## src/rtl/vc_reg_fifo.sv

```systemverilog
`default_nettype none
// ============================================================================
// Module  : vc_reg_fifo
// Brief   : Multi-virtual-channel register FIFO, first-word-fall-through read.
//           Optional sticky overflow/underflow flags: VC_REG_FIFO_ERR_EN.
// Revision: 1.0
// ============================================================================
module vc_reg_fifo #(
    parameter int WIDTH  = 8,
    parameter int DEPTH  = 2,
    parameter int NUM_VC = 2,
    localparam int c_vcw = (NUM_VC > 1) ? $clog2(NUM_VC) : 1,
    localparam int c_cw  = $clog2(DEPTH + 1)
) (
    input  logic                     clk,
    input  logic                     rst,
    input  logic                     i_wr_en,
    input  logic [c_vcw-1:0]         i_wr_vc,
    input  logic [WIDTH-1:0]         i_wr_dat,
    input  logic                     i_rd_en,
    input  logic [c_vcw-1:0]         i_rd_vc,
    output logic [WIDTH-1:0]         o_rd_dat,
    output logic [NUM_VC-1:0]        o_ful,
    output logic [NUM_VC-1:0]        o_empty,
    output logic [NUM_VC*c_cw-1:0]   o_cnt
`ifdef VC_REG_FIFO_ERR_EN
    ,
    output logic [NUM_VC-1:0]        o_ovf,
    output logic [NUM_VC-1:0]        o_udf
`endif
);

    localparam int c_pw = $clog2(DEPTH);
    localparam logic [c_cw-1:0] c_full = c_cw'(DEPTH);
    localparam logic [c_pw-1:0] c_last = c_pw'(DEPTH - 1);

    logic [NUM_VC-1:0]             w_wr_sel;
    logic [NUM_VC-1:0]             w_rd_sel;
    logic [NUM_VC-1:0]             w_wr_acc;
    logic [NUM_VC-1:0]             w_rd_acc;
    logic [NUM_VC-1:0][WIDTH-1:0]  w_head;

    // Pointers wrap explicitly so DEPTH need not be a power of two
    function automatic logic [c_pw-1:0] f_nxt(input logic [c_pw-1:0] p);
        return (p == c_last) ? '0 : p + 1'b1;
    endfunction

    for (genvar v = 0; v < NUM_VC; v++) begin : g_vc
        logic [WIDTH-1:0] r_mem [DEPTH];
        logic [c_pw-1:0]  r_wp;
        logic [c_pw-1:0]  r_rp;
        logic [c_cw-1:0]  r_cnt;

        // Out-of-range VC selects match no channel, so they are rejected
        assign w_wr_sel[v] = i_wr_en && (i_wr_vc == c_vcw'(v));
        assign w_rd_sel[v] = i_rd_en && (i_rd_vc == c_vcw'(v));
        assign w_rd_acc[v] = w_rd_sel[v] && (r_cnt != '0);
        assign w_wr_acc[v] = w_wr_sel[v] && ((r_cnt != c_full) || w_rd_acc[v]);

        assign w_head[v]              = r_mem[r_rp];
        assign o_ful[v]               = (r_cnt == c_full);
        assign o_empty[v]             = (r_cnt == '0);
        assign o_cnt[v*c_cw +: c_cw]  = r_cnt;

        always_ff @(posedge clk) begin
            if (w_wr_acc[v]) begin
                r_mem[r_wp] <= i_wr_dat;
            end
        end

        always_ff @(posedge clk or posedge rst) begin
            if (rst) begin
                r_wp  <= '0;
                r_rp  <= '0;
                r_cnt <= '0;
            end else begin
                if (w_wr_acc[v]) begin
                    r_wp <= f_nxt(r_wp);
                end
                if (w_rd_acc[v]) begin
                    r_rp <= f_nxt(r_rp);
                end
                if (w_wr_acc[v] && !w_rd_acc[v]) begin
                    r_cnt <= r_cnt + 1'b1;
                end else if (!w_wr_acc[v] && w_rd_acc[v]) begin
                    r_cnt <= r_cnt - 1'b1;
                end
            end
        end

`ifdef VC_REG_FIFO_ERR_EN
        logic r_ovf;
        logic r_udf;

        always_ff @(posedge clk or posedge rst) begin
            if (rst) begin
                r_ovf <= 1'b0;
                r_udf <= 1'b0;
            end else begin
                if (w_wr_sel[v] && !w_wr_acc[v]) begin
                    r_ovf <= 1'b1;
                end
                if (w_rd_sel[v] && !w_rd_acc[v]) begin
                    r_udf <= 1'b1;
                end
            end
        end

        assign o_ovf[v] = r_ovf;
        assign o_udf[v] = r_udf;
`endif
    end

    always_comb begin
        o_rd_dat = '0;
        for (int v = 0; v < NUM_VC; v++) begin
            if ((i_rd_vc == c_vcw'(v)) && !o_empty[v]) begin
                o_rd_dat = w_head[v];
            end
        end
    end

endmodule
`default_nettype wire
```

## config.mk

```make
export PLATFORM = sky130hd
export DESIGN_NAME = vc_reg_fifo
export DESIGN_NICKNAME = d
export VERILOG_FILES = /design/src/rtl/vc_reg_fifo.sv
export SDC_FILE = /design/constraint.sdc
export NUM_CORES = 1
export LEC_CHECK = 0
export CORE_UTILIZATION = 33
export DETAILED_ROUTE_END_ITERATION = 16
export PLACE_DENSITY = 0.63
export SYNTH_ARGS = -nofsm -noshare
export SYNTH_HDL_FRONTEND = slang
export SYNTH_SLANG_ARGS = --single-unit
```

## constraint.sdc

```tcl
create_clock -name clk -period 1.8 [get_ports clk]
set_input_delay 0.45 -clock clk [delete_from_list [all_inputs] [get_ports clk]]
set_output_delay 0.45 -clock clk [all_outputs]
set_load 0.02 [all_outputs]
```

[Yosys cells after proc, flatten, opt, wreduce, memory -nomap -nowiden]
Memories as Yosys holds them, arrays and structs flattened.
Cells that the tools add are included.
Cells by class
  equal/unequal tests: 4
  bitwise operators: 2
  multiplexer cells: 14
  add/subtract/negate cells: 8
  reductions and logical operators: 28
Operators with widths (count)
  $mux 8: 2
  $logic_and 1x1->1: 14
  $mux 1: 8
  $mux 2: 4
  $reduce_bool 2->1: 4
  $logic_not 1->1: 6
  $add 1x1->1 const B: 4
  $add 2x1->2 const B: 2
  $eq 2x2->1 const B: 2
  $logic_not 2->1: 2
  $ne 2x2->1 const B: 2
  $sub 2x1->2 const B: 2
  $logic_or 1x1->1: 2
  $not 1->1: 2
Storage, ports and cells
  flip-flop bits (word level): 8
  word-level logic and storage cells: 64
  output and inout bits: 16
  RAM bits: 32
  bits of input ports: 14
  memories kept: 2
Memories
  g_vc[0].r_mem: words 2, bits a word 8, rd ports 1, clocked after Yosys merged registers in 0, write ports 1, line 49  | logic [WIDTH-1:0] r_mem [DEPTH];
  g_vc[1].r_mem: words 2, bits a word 8, rd ports 1, clocked after Yosys merged registers in 0, write ports 1, line 49

[Longest topological paths before layout]
  word-level depth: 9
  depth in mapped cells: 6
  depth with buffers taken out: 6

[Worst setup path after synthesis]
OpenSTA, ideal clock, no wires.
  kind: register -> register
  start: reg g_vc[0].r_cnt[1]
  end: mem g_vc[0].r_mem[0][0] (enable)
  arrival: 1.376 ns
  stages on the path, launching flop included: 4
  setup time: 0.373 ns
  period minus slack after synthesis: 1.749 ns
  required time: 1.427 ns
  path slack: 0.051 ns
  buffers on the path: 0
  cell sequence: dfrtp_1 -> nor2b_2 -> a21oi_4 -> nor2b_1
Between the ends
  cells in the longest elaborated chain, start to end: 6
  elaborated cells between the ends (all ways): 7
  those cells by class: eq/ne: 1; mux: 2; reduce/logical: 4
RTL lines
  start, declared: line 52  | logic [c_cw-1:0] r_cnt;
  start signal, assigned: line 84  | r_cnt <= r_cnt + 1'b1;
  start signal, assigned: line 86  | r_cnt <= r_cnt - 1'b1;
  $reduce_bool 2->1: line 57  | assign w_rd_acc[v] = w_rd_sel[v] && (r_cnt != '0);
  $logic_and 1x1->1: line 57
  $logic_or 1x1->1 (*): line 58  | assign w_wr_acc[v] = w_wr_sel[v] && ((r_cnt != c_full) || w_rd_acc[v]);
  $logic_and 1x1->1 (*): line 58
  $mux 1 (*): line 66  | if (w_wr_acc[v]) begin
  $mux 1 (not written as such) (*): line 67  | r_mem[r_wp] <= i_wr_dat;
  end, declared: line 49
Mark *: on every way between the ends. The rest lies on a longest branch, timed or not.

[Worst setup path in the final report]
  start: reg g_vc[1].r_cnt[1]
  end: out o_rd_dat[3]
Between the ends
  cells in the longest elaborated chain, start to end: 4
RTL lines
  start, declared: line 52
  start signal, assigned: line 84
  start signal, assigned: line 86
  $logic_not 2->1: line 62  | assign o_empty[v] = (r_cnt == '0);
  $logic_not 1->1: line 117  | if ((i_rd_vc == c_vcw'(v)) && !o_empty[v]) begin
  $logic_and 1x1->1: line 117
  $mux 8: line 117
  end, declared: line 22  | output logic [WIDTH-1:0] o_rd_dat,
No other way between the ends.

==> metrics.cfg <==
[status]
outcome=complete, but fails checks
violations=setup timing

[synth]
ys_seq_elements=40
syn_inst=100
synthesis.area_um2=1679
synthFlopType=edfxtp_1
ys_types=20
syn-num-nets=116
ys_warn_count=0
synth_top_area_share_pct=57.23
async_reset_ff_share_pct=20.00
synth.top_cells.by_count=32 x edfxtp_1, 16 x mux2i_1, 8 x dfrtp_1, 8 x o22ai_1, 6 x xor2_1
yosysTopAreaCell=edfxtp_1
syn_area_per_cell_um2=16.79
synth.most_common_cell=edfxtp_1
synth-seq-area-share_pct=69.15
synth_area_leaders=edfxtp_1 57%, dfrtp_1 12%, mux2i_1 9.5%, xor2_1 3.1%, o22ai_1 3.0%
synth_edf_count=32

[routing]
wl_mm=3.163
vias=963
vias_per_cell=4.338
final_antenna_net_count=0
routedWlPerCell_um=14.25
drc=0
first_pass_iters=4
drtIter0Drc=28

[layout]
area.growth.synth_to_final_pct=41.28
drive_gt1_share_pct=35.48
num_antenna_cells=0
fill_cells=434
nets=170
multi_input_area_um2=551.8
final_cells=222
register_area_um2=1164

[global_routing]
grt_pass1_wl_mm=4.926
grt_pass1_vias=989
overflow=0
grt_max_degree=13
antenna_found_initial=0
grt_use_total_pct=13.04

[sta]
fin_tns_setup_ns=-0.08211
slew_headroom_pct=78.75
tightestPinTransition_ns=0.3175
min_period_ns=1.834
period_share_pct=101.9
finalMaxSlewViolations=0
fmax_mhz=545.3
setup_viol=5
rsz0062_at_grt=yes
hold_slack_ns=0.4072
finalHoldViolCount=0
layout_setup_ws_ns=-0.03378
skew_ns=0.005404

[clock_tree]
cts_root_buf=clkbuf_8
cts_hold_buf=0
path_clk_slew_ns=0.08
worstSkewPairLatency_ns=0.29
clkSinkCount=40
tritoncts=built
cts_made_buffers=5
h-tree-depth=2
clockBufferDepth=2

[critical_path]
endpoint_kind=primary output
rrSetupSlack_ns=0.09
worstPathArrival_ns=1.38
cp.required_ns=1.35
cp_max_fo=8
timing.critical_path.from=g_vc[1].r_cnt[1]
start_kind=flop
worstSetupPathType=flop to primary output
r2r-start=g_vc[0].r_cnt[1]

[die]
ioPinCount=30
initial_utilization_pct=34.86
num_rows=25
die_width_um=73.33
die-height_um=73.33
die_area_um2=5377
core_um2=4817

[hold_path]
hp-class=input pin to async pin

[power]
max-vdd-ir-drop_mv=0.5659
power_density_nw_per_um2=1557
power_leakage_nw=0.9303
p_total_mw=3.693

[placement]
finalWeightedCongestion=0.7239
dpl.cell_count=210
io_buffers=29
hpwl_mm=2.111

[job]
maxCapViolCount=0

-- critical path: stages (launching register included) --
cell and delay (ns):
dfrtp_1 0.41, o21ai_4 0.32, buf_6 0.16, o22ai_2 0.07
buf_6 0.14
-- area by class of cell --
| class | count | share of cell area, % |
|---|---|---|
| clock buffer | 6 | 3.059 |
| clock inverter | 2 | 1.477 |
| inverter | 2 | 0.3165 |
| multi-input combinational | 57 | 23.26 |
| sequential | 40 | 49.05 |
| tap | 67 | 3.534 |
| timing repair buffer | 48 | 19.30 |
-- kinds of logic after synthesis --
group / synth area share (%)
mux: 9.538
simple gates: 5.663
fa+ha+maj: 1.490
compound gates: 7.005
xor+xnor: 6.110
flops: 69.15
buf+inv: 1.043
-- placed cells by master (no fill, tap or decap), types with 3 or more instances in the layout --
| cell | synthesis | routed |
|---|---|---|
| buf_6 | 0 | 5 |
| clkbuf_8 | 0 | 5 |
| xor2_1 | 6 | 6 |
| edfxtp_1 | 32 | 32 |
| mux2i_1 | 16 | 15 |
| buf_4 | 0 | 14 |
| buf_2 | 2 | 5 |
| o22ai_1 | 8 | 5 |
| clkdlybuf4s50_1 | 0 | 12 |
| buf_12 | 0 | 4 |
| nor2_1 | 4 | 3 |
| dlygate4sd2_1 | 0 | 4 |
| dfrtp_1 | 8 | 6 |
-- metrics by stage --
stage | setup slack [ns] | instance area (um^2) | utilization [%]
3_3_place_gp | -0.6823 | 2213 | 45.95
4_1_cts | -0.09799 | 2300 | 47.74
3_5_place_dp | -0.7039 | 2213 | 45.95
6_report | -0.03378 | 2372 | 49.25
2_1_floorplan | 0.05078 | 1679 | -
5_1_grt | -0.08876 | 2372 | 49.25
-- final timing paths --
kind | endpoint | depth (start not counted)
worst max register to register | g_vc[0].r_cnt[1] | 7
worst min-delay path | g_vc[0].r_rp | 2
worst min register to register | g_vc[1].r_wp | 1
min in group clk | g_vc[1].r_wp | 1
worst max-delay path | o_rd_dat[3] | 4
max in group asynchronous | g_vc[0].r_cnt[0] | 2
-- flip-flops by register name, summed over array words and instances, names as in the netlist --
register / count
g_vc.r_cnt: 4
g_vc.r_mem: 32
g_vc.r_rp: 2
g_vc.r_wp: 2
-- layer usage --
| layer | share of wire, % | global-route usage [%] | up-vias |
|---|---|---|---|
| li1 | - | - | 478 |
| met1 | 45 | 16.04 | 457 |
| met4 | 1.1 | 5.128 | 0 |
| met2 | 49 | 21.30 | 24 |
| met5 | 0 | 0 | - |
| met3 | 5.1 | 4.252 | 4 |
-- power breakdown --
part / leakage (nW) / internal [mW] / switching [mW] / total, mW
Sequential: 0.384 / 1.20 / 0.128 / 1.33
Combinational: 0.491 / 0.839 / 0.827 / 1.67
Clock: 0.0552 / 0.411 / 0.287 / 0.698
Total: 0.930 / 2.45 / 1.24 / 3.69
-- repair_timing --
item / in CTS / in global routing
gates resized for setup: 44 / 24
cloned: 1 / 0
pin swaps: 0 / 5
setup endpoints to repair: 18 / 13
buffers inserted: 0 / 3
Power figures use the tool's default switching activity.
